### src/rtl/bip_pkg.sv
// Shared definitions for the BIP controller: opcodes, FSM states, datapath select encodings.
package bip_pkg;

  localparam int unsigned OPC_W = 5;

  typedef logic [OPC_W-1:0] opcode_t;

  localparam opcode_t OP_HLT  = 5'd0;
  localparam opcode_t OP_STO  = 5'd1;
  localparam opcode_t OP_LD   = 5'd2;
  localparam opcode_t OP_LDI  = 5'd3;
  localparam opcode_t OP_ADD  = 5'd4;
  localparam opcode_t OP_ADDI = 5'd5;
  localparam opcode_t OP_SUB  = 5'd6;
  localparam opcode_t OP_SUBI = 5'd7;

  typedef enum logic [2:0] {
    ST_IDLE,
    ST_FETCH,
    ST_DECODE,
    ST_EXEC,
    ST_HALT
  } state_t;

  localparam logic [1:0] SEL_A_MEM = 2'd0;
  localparam logic [1:0] SEL_A_IMM = 2'd1;
  localparam logic [1:0] SEL_A_ALU = 2'd2;
  localparam logic       SEL_B_MEM = 1'b0;
  localparam logic       SEL_B_IMM = 1'b1;
  localparam logic       ALU_ADD   = 1'b0;
  localparam logic       ALU_SUB   = 1'b1;

  typedef struct packed {
    logic       wr_ram;
    logic       rd_ram;
    logic       wr_acc;
    logic [1:0] sel_a;
    logic       sel_b;
    logic       op;
  } ctrl_t;

endpackage

### src/rtl/bip_decoder.sv
// Opcode to datapath control decoder; unknown opcodes decode to all-zero (NOP).
module bip_decoder
  import bip_pkg::*;
(
  input  opcode_t opcode,
  output ctrl_t   ctrl
);

  always_comb begin
    ctrl = '0;
    unique case (opcode)
      OP_STO:  ctrl.wr_ram = 1'b1;
      OP_LD: begin
        ctrl.rd_ram = 1'b1;
        ctrl.wr_acc = 1'b1;
        ctrl.sel_a  = SEL_A_MEM;
      end
      OP_LDI: begin
        ctrl.wr_acc = 1'b1;
        ctrl.sel_a  = SEL_A_IMM;
      end
      OP_ADD, OP_SUB: begin
        ctrl.rd_ram = 1'b1;
        ctrl.wr_acc = 1'b1;
        ctrl.sel_a  = SEL_A_ALU;
        ctrl.sel_b  = SEL_B_MEM;
        ctrl.op     = (opcode == OP_SUB) ? ALU_SUB : ALU_ADD;
      end
      OP_ADDI, OP_SUBI: begin
        ctrl.wr_acc = 1'b1;
        ctrl.sel_a  = SEL_A_ALU;
        ctrl.sel_b  = SEL_B_IMM;
        ctrl.op     = (opcode == OP_SUBI) ? ALU_SUB : ALU_ADD;
      end
      default: ctrl = '0;
    endcase
  end

endmodule

### src/rtl/bip_control.sv
// BIP control unit: 3-cycle FETCH/DECODE/EXEC sequencer holding PC and IR.
module bip_control
  import bip_pkg::*;
#(
  parameter int unsigned NB_INSTRUC = 16,
  parameter int unsigned NB_OPCODE  = 5,
  parameter int unsigned NB_OPERAND = 11,
  parameter int unsigned NB_ADDR    = 11
) (
  input  logic                  i_clk,
  input  logic                  i_rst,
  input  logic                  i_start,
  input  logic [NB_INSTRUC-1:0] i_instruc,
  output logic [NB_ADDR-1:0]    o_addr_program_mem,
  output logic [NB_ADDR-1:0]    o_addr_data_mem,
  output logic [NB_OPERAND-1:0] o_operand,
  output logic                  o_WrRam,
  output logic                  o_RdRam,
  output logic                  o_WrAcc,
  output logic [1:0]            o_SelA,
  output logic                  o_SelB,
  output logic                  o_Op,
  output logic                  o_busy,
  output logic                  o_halt
);

  state_t                  state;
  logic [NB_ADDR-1:0]      pc;
  logic [NB_INSTRUC-1:0]   ir;
  opcode_t                 ir_opcode;
  opcode_t                 in_opcode;
  opcode_t                 dec_opcode;
  ctrl_t                   ctrl;
  logic                    in_decode;
  logic                    in_exec;

  assign ir_opcode = opcode_t'(ir[NB_INSTRUC-1 -: NB_OPCODE]);
  assign in_opcode = opcode_t'(i_instruc[NB_INSTRUC-1 -: NB_OPCODE]);

  // Sequencer, PC, IR and status flags.
  always_ff @(posedge i_clk) begin
    if (i_rst) begin
      state  <= ST_IDLE;
      pc     <= '0;
      ir     <= '0;
      o_busy <= 1'b0;
      o_halt <= 1'b0;
    end else begin
      unique case (state)
        ST_IDLE: begin
          if (i_start) begin
            state  <= ST_FETCH;
            o_busy <= 1'b1;
          end
        end
        ST_FETCH:  state <= ST_DECODE;
        ST_DECODE: begin
          state <= ST_EXEC;
          ir    <= i_instruc;
        end
        ST_EXEC: begin
          if (ir_opcode == OP_HLT) begin
            state  <= ST_HALT;
            o_busy <= 1'b0;
            o_halt <= 1'b1;
          end else begin
            state <= ST_FETCH;
            pc    <= pc + NB_ADDR'(1);
          end
        end
        ST_HALT: state <= ST_HALT;
        default: begin
          state  <= ST_IDLE;
          o_busy <= 1'b0;
          o_halt <= 1'b0;
        end
      endcase
    end
  end

  // One shared decoder: looks at the incoming word in DECODE (early RdRam), at IR otherwise.
  assign in_decode  = (state == ST_DECODE);
  assign in_exec    = (state == ST_EXEC);
  assign dec_opcode = in_decode ? in_opcode : ir_opcode;

  bip_decoder u_decoder (
    .opcode (dec_opcode),
    .ctrl   (ctrl)
  );

  assign o_addr_program_mem = pc;
  assign o_addr_data_mem    = in_decode ? NB_ADDR'(i_instruc[NB_OPERAND-1:0])
                                        : NB_ADDR'(ir[NB_OPERAND-1:0]);
  assign o_operand          = ir[NB_OPERAND-1:0];
  assign o_RdRam            = in_decode & ctrl.rd_ram;
  assign o_WrRam            = in_exec & ctrl.wr_ram;
  assign o_WrAcc            = in_exec & ctrl.wr_acc;
  assign o_SelA             = in_exec ? ctrl.sel_a : SEL_A_MEM;
  assign o_SelB             = in_exec ? ctrl.sel_b : SEL_B_MEM;
  assign o_Op               = in_exec ? ctrl.op    : ALU_ADD;

endmodule

### config.mk
export PLATFORM = sky130hd
export DESIGN_NAME = bip_control
export DESIGN_NICKNAME = d
export VERILOG_FILES = /design/src/rtl/bip_pkg.sv /design/src/rtl/bip_decoder.sv /design/src/rtl/bip_control.sv
export SDC_FILE = /design/constraint.sdc
export NUM_CORES = 1
export LEC_CHECK = 0
export ABC_AREA = 1
export CELL_PAD_IN_SITES_DETAIL_PLACEMENT = 0
export CELL_PAD_IN_SITES_GLOBAL_PLACEMENT = 1
export CORE_ASPECT_RATIO = 1.1
export CORE_MARGIN = 4
export CORE_UTILIZATION = 31
export CTS_CLUSTER_DIAMETER = 50
export DETAILED_ROUTE_END_ITERATION = 12
export HOLD_SLACK_MARGIN = 0.03
export PLACE_DENSITY = 0.78
export SYNTH_ARGS = -nofsm -noshare
export SYNTH_HDL_FRONTEND = slang
export SYNTH_SLANG_ARGS = --single-unit
### constraint.sdc
create_clock -name i_clk -period 1.5 [get_ports i_clk]
set_clock_uncertainty 0.1 [all_clocks]
set_input_delay 0.225 -clock i_clk [delete_from_list [all_inputs] [get_ports i_clk]]
set_output_delay 0.225 -clock i_clk [all_outputs]
set_load 0.01 [all_outputs]
==> run metrics <==
proportion of layout cells with a drive suffix above 1 33.3%; worst reg-to-reg setup slack 0 ns; # nets final 349; worst hold slack 0.347 ns; origin of the worst min-delay path o_busy; critical path fanouts, max 6; maximum count of clock buffers along a single path 2; average size of a mapped cell 7.04 µm²; sequential area share after synthesis 37.5%; power per cell area 977 nW/µm²; root buffer selected by CTS clkbuf_8; Setup CP Type reg -> out; synthesized net count 263; Slew Limit Fails 0; yosys warns 0; startpoint types flop; Die Height 85.9 µm; timing startpoint of the critical path state[0]; fin crit period 1.89 ns; first-pass GRT wire length 7020 µm; Max-Slew Margin vs Limit 82.3%; antenna viol nets, final 0; overflow left after global routing 0; final routed DRC violation total 0; static power due to leakage 1.46 nW; post-DR wirelength/cell 10.6 µm; chip width 78.8 µm; Via Count 1711; part of the cycle the worst path needs 126%; Diodes inserted 0; cell count after synthesis 243; sum of internal, switching and leakage power 2.64 mW; crit path max-delay cell type dfxtp_2; number of standard-cell rows in the floorplan 28; result of the run finished, violations left; CP Data Arrival Time 1.56 ns; Achievable Freq 0.529 GHz; Clock Sink Count 32; critical register-to-register path startpoint state[0]; MaxCap Viol Count 0; Pre-Repair DR Iteration Count 4; most common cell after layout, fill and taps aside nand2_1; violations in the final reports negative setup slack; core region area 5360 µm²; highest-count cells in the layout ignoring fill and taps 44 x nand2_1, 35 x nor2_1, 33 x buf_4; peak supply drop 497 µV; vias per cell 4.22; initial antenna violation count 0; Worst-path clk slew 0.07 ns; setup ws final -0.389 ns; Netlist Area Pre-Place 1710 µm²; Detailed Route WL 4300 µm; Seq cells post-synth 32; area delta synth->final 57.9%; pin count of the biggest net entering global routing 12; number of input and output port buffers inserted 60; Fin Setup TNS -5.95 ns; effective utilization at floorplan 31.9%; die area 6770 µm²; required arrival time at the worst endpoint 1.17 ns; number of global-route vias before repair 1671; Worst Hold Class reg -> reg; CTS tree done; number of DRC violations after detailed-routing iteration 0 23; CP cell instances nor2_4, nand2_4, buf_12, o21ai_4, inv_2, o21ai_2, nor2_1, buf_2; overall global routing resource usage 13.1%; # IOs 61; hold violation count in the final report 0; RSZ-0062 raised after global routing true; clock latency at the later pin of the worst-skew pair 0.28 ns; worst-margin pin slew 0.265 ns; htree depth 2; number of buffers created by CTS 5; crit-path max cell delay 0.33 ns; last weighted congestion value of the routability-driven placer 0.770; synth unique cells 27; Setup Viol. Count Final 18; crit path capture type output port; post-detail-place hpwl 3220 µm
==> cell usage after synthesis <==
| cell type | instances | share of area, % |
|---|---|---|
| nand2_1 | 46 | 10 |
| clkbuf_1 | 2 | 0.44 |
| or2_2 | 6 | 2.2 |
| buf_2 | 1 | 0.29 |
| nor2_1 | 36 | 7.9 |
| o21ai_2 | 6 | 3.1 |
| inv_2 | 4 | 0.88 |
| o21ai_0 | 10 | 2.9 |
| xor2_1 | 2 | 1.0 |
| nand3_2 | 1 | 0.59 |
| nand2b_1 | 1 | 0.37 |
| nand4_1 | 6 | 2.2 |
| o21ai_4 | 3 | 2.9 |
| nand2_2 | 6 | 2.2 |
| nor3_1 | 4 | 1.2 |
| buf_6 | 4 | 2.6 |
| or2_1 | 5 | 1.8 |
| inv_1 | 32 | 7.0 |
| nor2_2 | 2 | 0.73 |
| o21ai_1 | 1 | 0.29 |
| buf_4 | 11 | 4.8 |
| nand3_1 | 7 | 2.0 |
| buf_1 | 1 | 0.22 |
| dfxtp_1 | 32 | 37 |
| a21oi_1 | 12 | 3.5 |
| ha_1 | 1 | 0.73 |
| xnor2_1 | 1 | 0.51 |
==> repair_timing <==
action                     CTS  global route
gates resized for setup    109            19
setup buffers                5             0
setup endpoints to repair   30            43
cloned                       1             0
pin swaps                    8             4
hold buffers                 0             0
==> metal layers <==
metal | up-vias | global-route usage, % | wire (µm)
met5 | - | 0 | 0
met3 | 5 | 3.99 | 246
met1 | 754 | 13.6 | 1770
li1 | 911 | - | -
met2 | 41 | 24.7 | 2210
met4 | 0 | 4.69 | 74
==> flip-flops by register name, summed over array words and instances, names as in the netlist <==
register            flops
ir                     16
o_addr_program_mem     11
o_busy                  1
state                   3
o_halt                  1
==> area by class of cell <==
type	count	area, µm²
inverter	36	135
timing repair buffer	98	862
tap	75	93.8
multi-input combinational	156	873
clock buffer	8	90.1
fill	557	2660
sequential	32	647
==> power by group <==
part	internal (mW)	switching (mW)	total (mW)	leakage [nW]
sequential	0.928	0.0369	0.965	0.263
clock	0.374	0.304	0.678	0.0455
combinational	0.521	0.475	0.997	1.15
total	1.82	0.817	2.64	1.46
==> cells by family after synthesis <==
logic type	after synthesis	share of synthesized area [%]
xor+xnor	3	1.54
flops	32	37.5
fa+ha+maj	1	0.731
simple gates	120	31.3
compound gates	32	12.7
buf+inv	55	16.3
==> per-stage QoR <==
step | cells | cell area, µm² | worst slack, ns | utilization, %
finish | 405 | 2700 | -0.389 | 50.4
global route | 405 | 2700 | -0.500 | 50.4
CTS | 405 | 2650 | -0.413 | 49.5
detailed placement | 391 | 2530 | -0.595 | 47.1
global placement | 391 | 2530 | -0.570 | 47.1
floorplan | 243 | 1710 | -0.0220 | -
==> worst max-delay path, delay by kind of cell, from the launching register on <==
kind | cells | cell delay (ns)
compound gates | 2 | 0.32
buf+inv | 3 | 0.35
flops | 1 | 0.33
simple gates | 3 | 0.28
==> final timing paths <==
check / endpoint / cells past startpoint
max reg2reg: ir[7] / 9
max: o_WrAcc / 8
min reg2reg: o_busy / 2
min: o_busy / 2
No activity file was read; power rests on OpenSTA's default activity.
